## src/rtl/pll_ramp_pkg.sv

```systemverilog
// Shared types and helpers for the PLL ramp sequencer.
// Latency: n/a (types and constant/combinational functions only).
// Backpressure: n/a.
package pll_ramp_pkg;

  typedef enum logic [2:0] {
    ST_OFF,
    ST_LOCK,
    ST_HOP,
    ST_RUN,
    ST_GATE,
    ST_PDN
  } state_t;

  // Counter width able to hold the longest of the three waits.
  function automatic int unsigned cnt_w(input int unsigned lock_cyc,
                                        input int unsigned pdn_cyc,
                                        input int unsigned gate_cyc);
    int unsigned mx;
    mx = lock_cyc;
    if (pdn_cyc > mx) mx = pdn_cyc;
    if (gate_cyc > mx) mx = gate_cyc;
    return int'($clog2(mx + 1));
  endfunction

  // One hop of the multiplier toward the target, never overshooting.
  // Operands arrive zero-extended to 32 bits, so for any code width below
  // 32 the difference is at least one bit wider than the code and
  // cur +/- step can neither wrap nor pass the target.
  function automatic int unsigned next_m(input int unsigned cur,
                                         input int unsigned tgt,
                                         input int unsigned step);
    int unsigned d;
    if (tgt >= cur) begin
      d = tgt - cur;
      return cur + ((d < step) ? d : step);
    end else begin
      d = cur - tgt;
      return cur - ((d < step) ? d : step);
    end
  endfunction

endpackage

```

## src/rtl/pll_ramp_ctrl_if.sv

```systemverilog
// Request channel into the PLL ramp sequencer (target M/N, valid/ready).
// Latency: n/a (wiring only).
// Backpressure: cfg_ready is low while a ramp or power cycle is in flight.
interface pll_ramp_ctrl_if #(
  parameter int unsigned M_W = 8,
  parameter int unsigned N_W = 8
);
  logic           cfg_valid;
  logic           cfg_ready;
  logic [M_W-1:0] cfg_m;
  logic [N_W-1:0] cfg_n;

  modport master (output cfg_valid, output cfg_m, output cfg_n, input cfg_ready);
  modport slave  (input cfg_valid, input cfg_m, input cfg_n, output cfg_ready);
endinterface

```

## src/rtl/pll_wait_timer.sv

```systemverilog
// Loadable down-counter with a zero flag, shared by every timed state.
// Latency: a load of K-1 makes o_zero rise K-1 cycles later.
// Backpressure: none; it saturates at zero until reloaded.
module pll_wait_timer #(
  parameter int unsigned CW = 11
) (
  input  logic          osc_clk,
  input  logic          rst_n,
  input  logic          i_load,
  input  logic [CW-1:0] i_val,
  output logic          o_zero
);
  logic [CW-1:0] r_cnt;

  // Reload on state entry, otherwise count down and hold at zero.
  always_ff @(posedge osc_clk or negedge rst_n) begin
    if (!rst_n) begin
      r_cnt <= '0;
    end else if (i_load) begin
      r_cnt <= i_val;
    end else if (r_cnt != '0) begin
      r_cnt <= r_cnt - CW'(1);
    end
  end

  assign o_zero = (r_cnt == '0);
endmodule

```

## src/rtl/pll_ramp_ctrl.sv

```systemverilog
// PLL sequencer: power-up, bounded-step M ramp with lock-waits, gated N change/shutdown.
// Latency: GATE_CYC + hops*(1+LOCK_CYC) (+PDN_CYC+LOCK_CYC on N change) from accept to RUN.
// Backpressure: cfg_ready only in OFF/RUN; requests elsewhere are dropped, never queued.
module pll_ramp_ctrl
  import pll_ramp_pkg::*;
#(
  parameter int unsigned M_W      = 8,
  parameter int unsigned N_W      = 8,
  parameter int unsigned M_MIN    = 8,
  parameter int unsigned DEF_N    = 1,
  parameter int unsigned M_STEP   = 4,
  parameter int unsigned LOCK_CYC = 2000,
  parameter int unsigned PDN_CYC  = 16,
  parameter int unsigned GATE_CYC = 4
) (
  input  logic            osc_clk,
  input  logic            rst_n,
  pll_ramp_ctrl_if.slave  cfg,
  output logic [M_W-1:0]  pll_m,
  output logic [N_W-1:0]  pll_n,
  output logic            pll_pdn,
  output logic            clk_en,
  output logic            busy,
  output logic            done
);
  localparam int unsigned CW = cnt_w(LOCK_CYC, PDN_CYC, GATE_CYC);

  state_t         r_state, w_next;
  logic [M_W-1:0] r_pll_m, w_pll_m, r_tgt_m, w_cfg_tgt_m, w_hop_m;
  logic [N_W-1:0] r_pll_n, w_pll_n, r_tgt_n;
  logic           r_pdn, r_clk_en, r_done;
  logic           w_ready, w_accept, w_tmr_zero, w_tmr_load, w_done_set;
  logic [CW-1:0]  w_tmr_val;

  assign w_ready       = (r_state == ST_OFF) || (r_state == ST_RUN);
  assign cfg.cfg_ready = w_ready;
  assign busy          = !w_ready;
  assign w_accept      = cfg.cfg_valid && w_ready;

  // Zero means shut down; any other target is clamped up to the power-up code.
  assign w_cfg_tgt_m = (cfg.cfg_m == '0)           ? '0 :
                       (cfg.cfg_m < M_W'(M_MIN))   ? M_W'(M_MIN) : cfg.cfg_m;
  assign w_hop_m     = M_W'(next_m(32'(r_pll_m), 32'(r_tgt_m), M_STEP));

  pll_wait_timer #(.CW(CW)) u_timer (
    .osc_clk (osc_clk),
    .rst_n   (rst_n),
    .i_load  (w_tmr_load),
    .i_val   (w_tmr_val),
    .o_zero  (w_tmr_zero)
  );

  // Next state, next pin codes, timer load on timed-state entry and done request.
  always_comb begin
    w_next     = r_state;
    w_pll_m    = r_pll_m;
    w_pll_n    = r_pll_n;
    w_tmr_load = 1'b0;
    w_tmr_val  = '0;
    w_done_set = 1'b0;
    case (r_state)
      ST_OFF: begin
        if (w_accept) begin
          if (w_cfg_tgt_m == '0) begin
            w_done_set = 1'b1;
          end else begin
            w_next  = ST_LOCK;
            w_pll_m = M_W'(M_MIN);
            w_pll_n = cfg.cfg_n;
          end
        end
      end
      ST_LOCK: begin
        if (w_tmr_zero) w_next = (r_pll_m == r_tgt_m) ? ST_RUN : ST_HOP;
      end
      ST_HOP: begin
        w_pll_m = w_hop_m;
        w_next  = ST_LOCK;
      end
      ST_RUN: begin
        if (w_accept) w_next = ST_GATE;
      end
      ST_GATE: begin
        if (w_tmr_zero) begin
          if ((r_tgt_m == '0) || (r_tgt_n != r_pll_n)) w_next = ST_PDN;
          else if (r_tgt_m == r_pll_m)                 w_next = ST_RUN;
          else                                         w_next = ST_HOP;
        end
      end
      ST_PDN: begin
        if (w_tmr_zero) begin
          if (r_tgt_m == '0) begin
            w_next = ST_OFF;
          end else begin
            w_next  = ST_LOCK;
            w_pll_m = M_W'(M_MIN);
            w_pll_n = r_tgt_n;
          end
        end
      end
      default: w_next = ST_OFF;
    endcase
    // Each timed state starts at K-1 so it occupies exactly K cycles.
    if (w_next != r_state) begin
      case (w_next)
        ST_LOCK: begin w_tmr_load = 1'b1; w_tmr_val = CW'(LOCK_CYC - 1); end
        ST_GATE: begin w_tmr_load = 1'b1; w_tmr_val = CW'(GATE_CYC - 1); end
        ST_PDN:  begin w_tmr_load = 1'b1; w_tmr_val = CW'(PDN_CYC - 1);  end
        default: ;
      endcase
      if ((w_next == ST_RUN) || (w_next == ST_OFF)) w_done_set = 1'b1;
    end
  end

  // State, pin codes and glitch-free registered PLL/gate outputs.
  always_ff @(posedge osc_clk or negedge rst_n) begin
    if (!rst_n) begin
      r_state  <= ST_OFF;
      r_pll_m  <= M_W'(M_MIN);
      r_pll_n  <= N_W'(DEF_N);
      r_tgt_m  <= '0;
      r_tgt_n  <= N_W'(DEF_N);
      r_pdn    <= 1'b0;
      r_clk_en <= 1'b0;
      r_done   <= 1'b0;
    end else begin
      r_state  <= w_next;
      r_pll_m  <= w_pll_m;
      r_pll_n  <= w_pll_n;
      r_pdn    <= (w_next == ST_LOCK) || (w_next == ST_HOP) ||
                  (w_next == ST_RUN)  || (w_next == ST_GATE);
      r_clk_en <= (w_next == ST_RUN);
      r_done   <= w_done_set;
      if (w_accept) begin
        r_tgt_m <= w_cfg_tgt_m;
        r_tgt_n <= cfg.cfg_n;
      end
    end
  end

  assign pll_m   = r_pll_m;
  assign pll_n   = r_pll_n;
  assign pll_pdn = r_pdn;
  assign clk_en  = r_clk_en;
  assign done    = r_done;
endmodule
```

## src/flat_wrapper.sv

```systemverilog
// flat-port wrapper written by rule: the top's interface ports become plain ports
module pll_ramp_ctrl_flat import pll_ramp_pkg::*;
#(
  parameter int unsigned M_W      = 8,
  parameter int unsigned N_W      = 8,
  parameter int unsigned M_MIN    = 8,
  parameter int unsigned DEF_N    = 1,
  parameter int unsigned M_STEP   = 4,
  parameter int unsigned LOCK_CYC = 2000,
  parameter int unsigned PDN_CYC  = 16,
  parameter int unsigned GATE_CYC = 4
)
  (osc_clk, rst_n, pll_m, pll_n, pll_pdn, clk_en, busy, done, cfg_cfg_valid, cfg_cfg_m, cfg_cfg_n, cfg_cfg_ready);
  pll_ramp_ctrl_if #(.M_W(M_W), .N_W(N_W)) cfg_i ();
  input  logic osc_clk;
  input  logic rst_n;
  output logic [M_W-1:0] pll_m;
  output logic [N_W-1:0] pll_n;
  output logic pll_pdn;
  output logic clk_en;
  output logic busy;
  output logic done;
  input wire logic [$bits(cfg_i.cfg_valid)-1:0] cfg_cfg_valid;
  input wire logic [$bits(cfg_i.cfg_m)-1:0] cfg_cfg_m;
  input wire logic [$bits(cfg_i.cfg_n)-1:0] cfg_cfg_n;
  output wire logic [$bits(cfg_i.cfg_ready)-1:0] cfg_cfg_ready;
  assign cfg_i.cfg_valid = cfg_cfg_valid;
  assign cfg_i.cfg_m = cfg_cfg_m;
  assign cfg_i.cfg_n = cfg_cfg_n;
  assign cfg_cfg_ready = cfg_i.cfg_ready;
  pll_ramp_ctrl #(.M_W(M_W), .N_W(N_W), .M_MIN(M_MIN), .DEF_N(DEF_N), .M_STEP(M_STEP), .LOCK_CYC(LOCK_CYC), .PDN_CYC(PDN_CYC), .GATE_CYC(GATE_CYC)) u_core (.osc_clk(osc_clk), .rst_n(rst_n), .cfg(cfg_i), .pll_m(pll_m), .pll_n(pll_n), .pll_pdn(pll_pdn), .clk_en(clk_en), .busy(busy), .done(done));
endmodule
```

## config.mk

```make
export PLATFORM = sky130hd
export DESIGN_NAME = pll_ramp_ctrl_flat
export DESIGN_NICKNAME = d
export VERILOG_FILES = /design/src/rtl/pll_ramp_pkg.sv /design/src/rtl/pll_ramp_ctrl_if.sv /design/src/rtl/pll_wait_timer.sv /design/src/rtl/pll_ramp_ctrl.sv /design/src/flat_wrapper.sv
export SDC_FILE = /design/constraint.sdc
export NUM_CORES = 1
export LEC_CHECK = 0
export ABC_AREA = 1
export CAP_MARGIN = 10
export CELL_PAD_IN_SITES_DETAIL_PLACEMENT = 1
export CELL_PAD_IN_SITES_GLOBAL_PLACEMENT = 2
export CORE_MARGIN = 2
export CORE_UTILIZATION = 30
export CTS_CLUSTER_DIAMETER = 200
export DETAILED_ROUTE_END_ITERATION = 12
export GPL_TIMING_DRIVEN = 0
export PLACE_DENSITY_LB_ADDON = 0.05
export SETUP_SLACK_MARGIN = 0.4
export SKIP_LAST_GASP = 1
export SLEW_MARGIN = 20
export SYNTH_ARGS = -nofsm -noshare
export SYNTH_HDL_FRONTEND = slang
export SYNTH_SLANG_ARGS = --single-unit
```

## constraint.sdc

```tcl
create_clock -name osc_clk -period 6.6 [get_ports osc_clk]
set_input_delay 0.66 -clock osc_clk [delete_from_list [all_inputs] [get_ports osc_clk]]
set_output_delay 0.66 -clock osc_clk [all_outputs]
set_load 0.005 [all_outputs]
```

* After elaboration in Yosys (flattened, before gate mapping) *
Index checks and enable logic that the tools add are counted.

word-level totals
  flip-flop bits (word level) = 49
  word-level logic and storage cells = 94
  output and inout bits = 21

operators by class
  magnitude comparators = 4
  reductions and logical operators = 21
  muxes and demuxes = 37
  add/sub/neg operators = 5
  equality and inequality tests = 18

operators with widths
  operator                                              number
  two-way mux 8 bit                                     13
  < comparator 32 x 3 -> 1 bit (second input constant)  2
  two-way mux 11 bit                                    3
  one-hot mux 11 bit (3 select lines)                   1
  logical NOT 8 bit                                     3
  one-hot mux 8 bit (3 select lines)                    1
  two-way mux 3 bit                                     7
  one-hot mux 3 bit (6 select lines)                    1
  subtractor 8 x 8 -> 9 bit                             2
  equality test 8 bit                                   2
  one-hot mux 8 bit (2 select lines)                    1
  equality test 3 x 2 -> 1 bit (second input constant)  4
  equality test 3 bit (second input constant)           4
  logical NOT 11 bit                                    1
  nonzero test 11 bit                                   1
  subtractor 11 x 1 -> 11 bit (second input constant)   1
  two-way mux 1 bit                                     10
  AND reduction 5 bit                                   2
  adder 8 bit                                           1
  greater-or-equal comparator 8 bit                     1
  < comparator 8 x 4 -> 1 bit (second input constant)   1
  inequality test 8 bit                                 1
  subtractor 8 bit                                      1
  equality test 3 x 1 -> 1 bit (second input constant)  2
  10 further kinds                                      19

* Depth between registers and ports, before layout *
Gate-level depths: netlist of the first run.

  word-level depth = 12
  mapped depth = 29

* Cells and area by module *
From an unflattened synthesis of the first run, not the netlist that was laid out.

unflattened totals
  cell total of the unflattened synthesis = 588
  area total of the unflattened synthesis = 3948.8 sq um

by module, submodules not included
  module          times used  sequential area each (sq um)  cells each  area an instance (sq um)
  pll_ramp_ctrl   1           954.7                         479         3194.3
  pll_wait_timer  1           275.3                         109         754.5

* Least setup slack after synthesis of the first run *
OpenSTA, ideal clock, no wires.

  path kind = register to register
  start point = register u_core.r_pll_m[0], in the netlist u_core.pll_m[0]
  end point = register u_core.r_pll_m[7], in the netlist u_core.pll_m[7]
  slack = 3007 ps
  setup time = 117 ps
  buffers on the path = 0
  cell stages (with the launch flop) = 28
  data arrival time = 3476 ps
  path through = dfrtp_1 > inv_1 > ha_1 > inv_1 > fa_1 > a21oi_1 > o21ai_0 > nand2_1 > nand2_1 > xor2_1 > nor2_1 > nand2_1 > inv_1 > nand2_1 > ha_1 > xor2_1 > a21oi_1 > ha_1 > inv_1 > o21bai_1 > nand2_1 > o311ai_0 > xor2_1 > inv_1 > nand2_1 > nand2_1 > nand2_1 > nand2_1

on the way
  word-level cells in the longest chain between the ends = 6

RTL lines
  item                                                    line                                    text
  start: declaration                                      pll_ramp_ctrl.sv:29                     logic [M_W-1:0] r_pll_m, w_pll_m, r_tgt_m, w_cfg_tgt_m, w_hop_m;
  start signal: assignment                                pll_ramp_ctrl.sv:119                    r_pll_m <= M_W'(M_MIN);
  start signal: assignment                                pll_ramp_ctrl.sv:128                    r_pll_m <= w_pll_m;
  subtractor 8 x 8 -> 9 bit, on equally long branches     pll_ramp_pkg.sv:38, pll_ramp_pkg.sv:35
  < comparator 32 x 3 -> 1 bit, on equally long branches  pll_ramp_pkg.sv:39, pll_ramp_pkg.sv:36
  two-way mux 8 bit, on equally long branches             pll_ramp_pkg.sv:39, pll_ramp_pkg.sv:36
  subtractor 8 bit / adder 8 bit (equally long branches)  pll_ramp_pkg.sv:39, pll_ramp_pkg.sv:36
  two-way mux 8 bit *                                     pll_ramp_pkg.sv:34                      if (tgt >= cur) begin
  one-hot mux 8 bit (3 select lines) *                    pll_ramp_ctrl.sv:61                     case (r_state)

Mark *: on every way between the ends. The rest lies on a longest branch, timed or not.
A chain may end at the register's enable or synchronous reset.

* Final worst setup path of the first run *
  start point = register u_core.r_pll_m[3], in the netlist u_core.pll_m[3]
  end point = register u_core.r_pll_m[7], in the netlist u_core.pll_m[7]

The elaborated chain is that of the path after synthesis.

==> run summary, run 1 <==
vias in the first global route: 3676
top post-synthesis cells by area: dfrtp_1, nand2_1, ha_1, inv_1, o21ai_0
cell accounting for the most synthesized area: dfrtp_1
Worst Hold Class: input pin to async pin
clk slew on worst S/H paths: 70 ps
maximum clock path buffer count: 2
area share of the largest cell type after synthesis: 0.316
drt pass-1 iters: 4
Pint: 1.07 mW
n_diodes: 0
Routability Congestion: 0.794
CTS Hold Bufs: 0
Crit path top cell by count: nand2_1
Switching Share: 0.479
Critical Path AT: 4460 ps
Num CTS Buffers: 5
setup repair after global routing missed its margin: false
CP bufs+invs: 5
Distinct cells, synth: 39
# Max-Cap Violations: 0
Syn Area/Cell: 7.30 sq um
# rows: 40
sequential share of the synthesized area: 0.338
PwrDens: 468 nW/um^2
Tcrit/Tclk final: 0.646
Die H: 114 um
critical path required time: 6800 ps
routed len/inst: 15.8 um
max frequency: 0.235 GHz
# IOs: 40
Cells after Synth: 499
via/cell ratio: 4.79
Setup Fix Bufs, Post-CTS: 0
Setup CP Type: flip-flop to flip-flop
outcome: finished clean
commonest non-fill, non-tap cell in the layout: nand2_1
vias: 3319
Synthesis Warnings: 0
Slew HR: 0.324
clock group share of total power: 0.155
Total GRT Usage: 0.186
final net count: 593
skew final: 9.36 ps
critical path's slowest cell: dfstp_2
Max stage delay on crit path: 570 ps
Comb pwr share: 0.593
CP top delay family: adder cells
#FFs+latches synth: 49
Initial DRC Count: 115
HPWL after DPL: 8.62 mm
area growth from synthesis to layout: 20.5%
most frequent cells in the layout: nand2_1, inv_1, dfrtp_1
CP Max Fanout: 6
minimum clock period: 4260 ps
Power Total: 2.06 mW
Setup TNS: 0 ps
filler cell count in the final layout: 1501
Psw: 0.985 mW
initial antenna violation count: 0
layout cell share with drive strength beyond 1: 0.0952
Max H-tree Level: 2
DIE WIDTH: 114 um
area of the core: 11900 sq um
worst slew pin tran: 1010 ps
grt ovf: 0
final wirelength: 11.0 mm
Reg power frac: 0.253
Pins Over Slew Limit: 0
Leak: 2.10 nW
largest net degree at the start of global routing: 50
Setup Viol. Count Final: 0
CTS tree: yes
initial core utilization: 0.306
VDD IR-drop max: 0.197 mV
DRC Markers: 0
Die ar.: 13000 sq um
crit path launch type: flip-flop
crit path capture type: flip-flop
Port Buffers: 39
synthesized cell area: 3640 sq um
Post-Syn Nets: 547
clock root buffer: clkbuf_16
clk sinks: 49
Fin. Hold Viols: 0
post-cts sizing count: 0
first-pass GRT wire length: 18.7 mm
Final ANT Viol Nets: 0
worst path cell trace: inv_1 > ha_1 > inv_1 > o21ai_0 > xor2_1 > nand3_1 > nor2_1 > nand2_1 > inv_1 > nand2_1 > ha_1 > xor2_1 > a21oi_1 > ha_1 > inv_1 > o21bai_1 > nand2_1 > o311ai_0 > xor2_1 > inv_1 > nand2_1 > nand2_1 > nand2_1 > nand2_1
worst skew pair latency: 310 ps
## flip-flops by register name, indices dropped and copies added, names as in the netlist
register / count
u_core.clk_en: 1
u_core.done: 1
u_core.pll_m: 8
u_core.pll_n: 8
u_core.pll_pdn: 1
u_core.r_state: 3
u_core.r_tgt_m: 8
u_core.r_tgt_n: 8
u_core.u_timer.r_cnt: 11
## worst paths after layout
| kind | from | endpoint | slack, ps | depth (start not counted) |
|---|---|---|---|---|
| setup / recovery | u_core.pll_m[3]$_DFFE_PN1P_ | u_core.pll_m[7]$_DFFE_PN0P_ | 2340 | 24 |
| hold / removal | rst_n | u_core.r_tgt_n[4]$_DFFE_PN0P_ | 390 | 1 |
| setup reg to reg | u_core.pll_m[3]$_DFFE_PN1P_ | u_core.pll_m[7]$_DFFE_PN0P_ | 2340 | 24 |
| hold reg to reg | u_core.pll_n[0]$_DFFE_PN1P_ | u_core.pll_n[0]$_DFFE_PN1P_ | 530 | 2 |
| max in group asynchronous | rst_n | u_core.pll_m[4]$_DFFE_PN0P_ | 5760 | 1 |
| min in group osc_clk | u_core.pll_n[0]$_DFFE_PN1P_ | u_core.pll_n[0]$_DFFE_PN1P_ | 530 | 2 |
## stage by stage
step           cell area [sq um]  worst slack (ps)  std cells  utilization  hold WS (ps)
2_1_floorplan               3640              3010        499            -           364
5_1_grt                     4390              1820        693        0.369           436
3_3_place_gp                4220              2370        685        0.354           522
3_5_place_dp                4210              2320        685        0.354           521
6_report                    4390              2340        693        0.369           387
4_1_cts                     4390              2300        693        0.369           408
## routing by layer
layer / track usage / vias up / wire [um]
met4: 0.0561 / 0 / 203
met5: 0 / - / 0
li1: - / 1680 / -
met3: 0.0424 / 11 / 269
met2: 0.322 / 30 / 5430
met1: 0.230 / 1598 / 5070
## worst reg2reg max path, stage by stage (launching register included)
cell and delay (ps):
dfstp_2 570, inv_1 80, ha_1 390, inv_1 130, o21ai_0 390, xor2_1 200
nand3_1 100, nor2_1 140, nand2_1 110, inv_1 120, nand2_1 70, ha_1 220
xor2_1 150, a21oi_1 90, ha_1 320, inv_1 50, o21bai_1 240, nand2_1 80
o311ai_0 130, xor2_1 230, inv_1 60, nand2_1 60, nand2_1 60, nand2_1 100
nand2_1 70
## final cells by class
type / count / area [sq um] / share of cell area
clock inverter: 2 / 37.5 / 0.00855
tap: 147 / 184 / 0.0419
timing repair buffer: 39 / 388 / 0.0883
buffer: 9 / 37.5 / 0.00855
sequential: 49 / 1230 / 0.280
clock buffer: 6 / 139 / 0.0316
multi-input combinational: 358 / 2060 / 0.469
inverter: 83 / 317 / 0.0721
## synth_stat cells, drive strengths merged
cell type / number
nand2: 139
inv: 82
dfrtp: 46
nor2: 46
o21ai: 38
a21oi: 31
ha: 26
nand3: 21
xor2: 16
o211ai: 12
nor3: 10
clkbuf: 7
dfstp: 3
fa: 3
buf: 2
nand4: 2
nor4: 2
o21bai: 2
o22ai: 2
or2: 2
a211oi: 1
and2: 1
clkinv: 1
nor3b: 1
o311ai: 1
o31ai: 1
o32ai: 1
## logic make-up (layout without fill, tap and decap cells)
logic type | Yosys count | after routing | share of synthesized area
AOI/OAI and AO/OA | 89 | 89 | 0.143
and+or+nand+nor | 224 | 224 | 0.278
buffers and inverters | 92 | 139 | 0.0972
DFF | 49 | 49 | 0.338
xor gates and xnor gates | 16 | 16 | 0.0385
adders and majority gates | 29 | 29 | 0.106
## power groups by stage
stage          logic [mW]  registers, mW  clock network [mW]
6_report             1.22          0.520               0.318
5_1_grt              1.42          0.538               0.341
4_1_cts              1.24          0.523               0.333
3_5_place_dp         1.23          0.528                   0
3_3_place_gp         1.21          0.523                   0
2_1_floorplan       0.874          0.505                   0
No activity file was read; power rests on OpenSTA's default activity.
==> run 2: changes to the inputs <==
==> constraint.sdc (replaced) <==
create_clock -name osc_clk -period 3.5 [get_ports osc_clk]
set_input_delay 0.35 -clock osc_clk [delete_from_list [all_inputs] [get_ports osc_clk]]
set_output_delay 0.35 -clock osc_clk [all_outputs]
set_load 0.005 [all_outputs]
==> run summary, run 2 (synthesis gave the netlist of run 1 again) <==
via/cell ratio: 4.84 (+1.1%)
Setup CP Type: flip-flop to flip-flop
Fin. Hold Viols: 0 (unchanged)
minimum hold slack: 96.8 ps (-291 ps)
initial core utilization: 0.306 (unchanged)
clock root buffer: clkbuf_16
most frequent cells in the layout: nand2_1, inv_1, dfrtp_1
largest net degree at the start of global routing: 50 (unchanged)
Slew HR: 0.404 (+0.0806)
layout cell share with drive strength beyond 1: 0.256 (+0.161)
number of flip-flops in the largest register: 11 (unchanged)
clk slew on worst S/H paths: 70 ps (about the same)
Tcrit/Tclk final: 1.06 (+0.419)
CP top delay family: simple AND/OR/NAND/NOR gates
PwrDens: 879 nW/um^2 (+88%)
critical path's slowest cell: dfrtp_1
# IOs: 40 (unchanged)
skew final: 9.76 ps (+0.404 ps)
Num CTS Buffers: 5 (unchanged)
HPWL after DPL: 8.75 mm (+1.5%)
worst path cell trace: buf_6 > inv_4 > ha_4 > inv_1 > fa_2 > xor2_1 > nor3_1 > nand4_1 > nor4_4 > inv_1 > a21oi_2 > ha_2 > inv_2 > fa_2 > nor2_4 > o21ai_2 > nand2_1 > nand2_1 > nand2_1 > a21oi_2 > nor2_1 > nor2_1 > nand2_1 > o21ai_1
Leak: 2.33 nW (+11%)
minimum clock period: 3730 ps (-536 ps)
initial antenna violation count: 0 (unchanged)
CTS tree: yes
grt ovf: 0 (unchanged)
Die H: 114 um (unchanged)
area growth from synthesis to layout: 36.9%
Top reg by flops: u_core.u_timer.r_cnt
CTS Hold Bufs: 0 (unchanged)
outcome: finished, violations left
VDD IR-drop max: 0.332 mV (+69%)
register area: 1230 sq um (+0.30%)
Worst Slack Setup Final: -227 ps (-2560 ps)
max frequency: 0.268 GHz (+14%)
filler cell count in the final layout: 1460 (-2.7%)
drt pass-1 iters: 4 (unchanged)
final wirelength: 11.8 mm (+7.9%)
n_diodes: 0 (unchanged)
vias: 3549 (+6.9%)
crit path capture type: flip-flop
Post-Place Setup Slack: -580 ps (-2900 ps)
crit path launch type: flip-flop
worst skew pair latency: 300 ps (about the same)
Setup Viol. Count Final: 5 (+5)
CP bufs+invs: 5 (unchanged)
routed len/inst: 16.1 um (+2.0%)
CP Max Fanout: 3 (-3)
Pins Over Slew Limit: 0 (unchanged)
Max H-tree Level: 2 (unchanged)
Initial DRC Count: 77 (-33%)
area of the core: 11900 sq um (unchanged)
DRC Markers: 0 (unchanged)
clk sinks: 49 (unchanged)
register-to-register setup slack: -230 ps (-2560 ps)
footprint of the multi-input gates: 2340 sq um (+14%)
# Max-Cap Violations: 0 (unchanged)
# rows: 40 (unchanged)
Worst Hold Class: input pin to async pin
critical path required time: 3680 ps (-3120 ps)
worst slew pin tran: 890 ps (-116 ps)
Final ANT Viol Nets: 0 (unchanged)
Die ar.: 13000 sq um (unchanged)
DIE WIDTH: 114 um (unchanged)
Total GRT Usage: 0.192 (+0.00633)
Crit path top cell by count: nand2_1
maximum clock path buffer count: 2 (unchanged)
failing checks: negative setup slack
commonest non-fill, non-tap cell in the layout: nand2_1
vias in the first global route: 3854 (+4.8%)
Critical Path AT: 3910 ps (-550 ps)
final net count: 633 (+6.7%)
setup repair after global routing missed its margin: true
Routability Congestion: 0.810 (+2.1%)
first-pass GRT wire length: 19.5 mm (+4.2%)
Port Buffers: 39 (unchanged)
Max stage delay on crit path: 410 ps (-160 ps)
[run 2: stage by stage]
stage          power, mW  TNS (ps)  instances  utilization  cell area, sq um
2_1_floorplan       2.66         0        499            -              3700
3_3_place_gp        3.33     -2120        685        0.359              4280
3_5_place_dp        3.39     -2080        685        0.359              4270
4_1_cts             4.31      -484        721        0.404              4810
5_1_grt             4.84     -2100        733        0.418              4980
6_report            4.38      -637        733        0.418              4980
[run 2: where the power goes]
part | switching, mW | total (mW) | internal [mW]
registers | 0.173 | 0.979 | 0.806
logic | 1.70 | 2.89 | 1.19
clock network | 0.225 | 0.511 | 0.286
[run 2: final cells by class]
| cell class | count | share of cell area |
|---|---|---|
| multi-input combinational | 358 | 0.470 |
| sequential | 49 | 0.247 |
| timing repair buffer | 79 | 0.142 |
| inverter | 83 | 0.0648 |
| tap | 147 | 0.0369 |
| clock buffer | 8 | 0.0294 |
| buffer | 9 | 0.00954 |
[run 2: final timing paths]
kind | to | cells after the start | startpoint
setup reg to reg | u_core.pll_m[6]$_DFFE_PN0P_ | 24 | u_core.r_tgt_m[0]$_DFFE_PN0P_
setup / recovery | u_core.pll_m[6]$_DFFE_PN0P_ | 24 | u_core.r_tgt_m[0]$_DFFE_PN0P_
max in group asynchronous | u_core.pll_m[1]$_DFFE_PN0P_ | 1 | rst_n
hold / removal | u_core.done$_DFF_PN0_ | 1 | rst_n
hold reg to reg | u_core.u_timer.r_cnt[0]$_DFFE_PN0P_ | 2 | u_core.u_timer.r_cnt[0]$_DFFE_PN0P_
min in group osc_clk | u_core.u_timer.r_cnt[0]$_DFFE_PN0P_ | 2 | u_core.u_timer.r_cnt[0]$_DFFE_PN0P_
[run 2: what timing repair did]
action,4_1_cts,5_1_grt
pin swaps,34,22
buffers inserted,28,12
gates cloned,0,0
resized for setup,49,20
setup endpoints to repair,7,7
[run 2: per-layer routing]
metal  track usage  share of wire
met1         0.231           0.45
met2         0.348           0.51
met3        0.0318          0.020
met4        0.0626          0.023
met5             0              0
==> run 3: changes to the inputs <==
--- a/config.mk
+++ b/config.mk
@@ -9,12 +9,14 @@
 export CAP_MARGIN = 10
 export CELL_PAD_IN_SITES_DETAIL_PLACEMENT = 1
 export CELL_PAD_IN_SITES_GLOBAL_PLACEMENT = 2
+export CORE_ASPECT_RATIO = 1.1
 export CORE_MARGIN = 2
 export CORE_UTILIZATION = 30
 export CTS_CLUSTER_DIAMETER = 200
 export DETAILED_ROUTE_END_ITERATION = 12
 export GPL_TIMING_DRIVEN = 0
 export PLACE_DENSITY_LB_ADDON = 0.05
+export REMOVE_ABC_BUFFERS = 1
 export SETUP_SLACK_MARGIN = 0.4
 export SKIP_LAST_GASP = 1
 export SLEW_MARGIN = 20
==> run summary, run 3 (synthesis gave the netlist of run 1 again) <==
critical path required time: 3670 ps (about the same)
Post-Place Setup Slack: -782 ps (-202 ps)
Fin. Hold Viols: 0 (unchanged)
CTS tree: yes
Num CTS Buffers: 5 (unchanged)
first-pass GRT wire length: 17.8 mm (-8.6%)
clk slew on worst S/H paths: 70 ps (about the same)
reg2reg start: u_core.pll_m[0]$_DFFE_PN0P_
register-to-register setup slack: -200 ps (+30 ps)
Routability Congestion: 0.736 (-9.2%)
Power Total: 4.28 mW (-2.3%)
Worst Slack Setup Final: -199 ps (+28.8 ps)
vias in the first global route: 3668 (-4.8%)
Final ANT Viol Nets: 0 (unchanged)
area growth from synthesis to layout: 32.4%
outcome: finished, violations left
layout cell share with drive strength beyond 1: 0.228 (-0.0282)
DRC Markers: 0 (unchanged)
most frequent cells in the layout: nand2_1, inv_1, dfrtp_1
final net count: 609 (-3.8%)
CP Max Fanout: 4 (+1)
via/cell ratio: 4.72 (-2.6%)
n_diodes: 0 (unchanged)
Slew HR: 0.449 (+0.0453)
Initial DRC Count: 112 (+45%)
final wirelength: 10.6 mm (-11%)
Leak: 2.23 nW (-4.3%)
Critical Path AT: 3870 ps (-40 ps)
routed len/inst: 14.7 um (-8.7%)
r2r endpoint: u_core.pll_m[4]$_DFFE_PN0P_
vias: 3378 (-4.8%)
# Max-Cap Violations: 0 (unchanged)
Setup CP Type: flip-flop to flip-flop
Setup Viol. Count Final: 3 (-2)
R2R cell count: 27 (+13%)
Top reg by flops: u_core.u_timer.r_cnt
HPWL after DPL: 7.81 mm (-11%)
Tcrit/Tclk final: 1.06 (-0.00822)
maximum clock path buffer count: 2 (unchanged)
number of flip-flops in the largest register: 11 (unchanged)
# IOs: 40 (unchanged)
failing checks: negative setup slack
grt ovf: 0 (unchanged)
Max H-tree Level: 2 (unchanged)
skew final: 7.52 ps (-2.25 ps)
initial antenna violation count: 0 (unchanged)
largest net degree at the start of global routing: 50 (unchanged)
max frequency: 0.270 GHz (+0.78%)
Worst Hold Class: input pin to async pin
drt pass-1 iters: 4 (unchanged)
Pins Over Slew Limit: 0 (unchanged)
# rows: 42 (+5.0%)
PwrDens: 888 nW/um^2 (+1.0%)
clk sinks: 49 (unchanged)
Die H: 120 um (+4.7%)
initial core utilization: 0.305 (-0.000449)
worst skew pair latency: 300 ps (about the same)
Port Buffers: 39 (unchanged)
CTS Hold Bufs: 0 (unchanged)
crit path capture type: flip-flop
setup repair after global routing missed its margin: true
DIE WIDTH: 109 um (-4.5%)
VDD IR-drop max: 0.399 mV (+20%)
crit path launch type: flip-flop
Die ar.: 13000 sq um (about the same)
commonest non-fill, non-tap cell in the layout: nand2_1
worst slew pin tran: 823 ps (-67.7 ps)
area of the core: 11900 sq um (+0.15%)
clock root buffer: clkbuf_16
Total GRT Usage: 0.174 (-0.0180)
minimum clock period: 3700 ps (-28.8 ps)
==> run 3: cell type report <==
cell class / instances / area, sq um
Fill cell: 1439 / 7110
Multi-Input combinational cell: 358 / 2340
Sequential cell: 49 / 1230
Timing Repair Buffer: 64 / 587
Inverter: 83 / 317
Tap cell: 154 / 193
Clock buffer: 6 / 139
Clock inverter: 2 / 13.8
==> run 3: power breakdown <==
part / internal (mW) / total (mW) / switching [mW] / leakage (nW)
combinational: 1.15 / 2.77 / 1.62 / 1.55
clock: 0.285 / 0.514 / 0.228 / 0.0768
sequential: 0.805 / 0.995 / 0.190 / 0.608
==> run 3: what timing repair did <==
item | 4_1_cts | 5_1_grt
pin swaps | 24 | 27
resized for setup | 46 | 30
buffers inserted | 16 | 9
gates cloned | 0 | 0
endpoints found under the setup margin | 7 | 7
==> run 3: routing by layer <==
layer	up-vias	global-route usage	share of wire
li1	1716	-	-
met1	1625	0.209	0.43
met2	29	0.319	0.53
met3	8	0.0255	0.020
met4	0	0.0433	0.012
met5	-	0	0
==> run 3: worst max-delay path by stage <==
stage                                     start                     endpoint  slack, ps  cells after the start
floorplan           u_core.pll_m[0]$_DFFE_PN0P_  u_core.pll_m[7]$_DFFE_PN0P_       -100                     27
global placement    u_core.pll_m[3]$_DFFE_PN1P_  u_core.pll_m[7]$_DFFE_PN0P_       -710                     25
detailed placement  u_core.pll_m[3]$_DFFE_PN1P_  u_core.pll_m[7]$_DFFE_PN0P_       -780                     25
CTS                 u_core.pll_m[0]$_DFFE_PN0P_  u_core.pll_m[6]$_DFFE_PN0P_       -300                     28
global route        u_core.pll_m[2]$_DFFE_PN0P_  u_core.pll_m[6]$_DFFE_PN0P_       -430                     28
finish              u_core.pll_m[0]$_DFFE_PN0P_  u_core.pll_m[4]$_DFFE_PN0P_       -200                     27
==> run 3: per-stage QoR <==
step / hold slack, ps / area [sq um] / setup TNS, ps / std cells / util
finish: 94.4 / 4820 / -445 / 716 / 0.404
floorplan: 54.4 / 3600 / -187 / 490 / -
global placement: 519 / 4190 / -2900 / 683 / 0.351
global route: 154 / 4820 / -1780 / 716 / 0.404
CTS: 127 / 4620 / -1060 / 707 / 0.387
detailed placement: 446 / 4190 / -3380 / 683 / 0.351
==> run 3: critical path, cell delays in order, from the launching register on <==
cell and delay [ps]:
dfrtp_1 400, inv_2 90, ha_4 130, inv_2 30, fa_2 370, a21oi_2 150, o21ai_2 90, nand2_1 70
nand2_1 60, xor2_1 150, nor2_2 120, nand2_2 80, inv_2 90, nand2_2 70, ha_4 270, nand2_4 50
nand2_4 110, inv_2 40, fa_2 380, nor2_4 130, o21ai_2 70, nand2_2 80, nand2_2 70, buf_6 120
buf_4 120, buf_6 100, nand2_1 40, o22ai_1 80
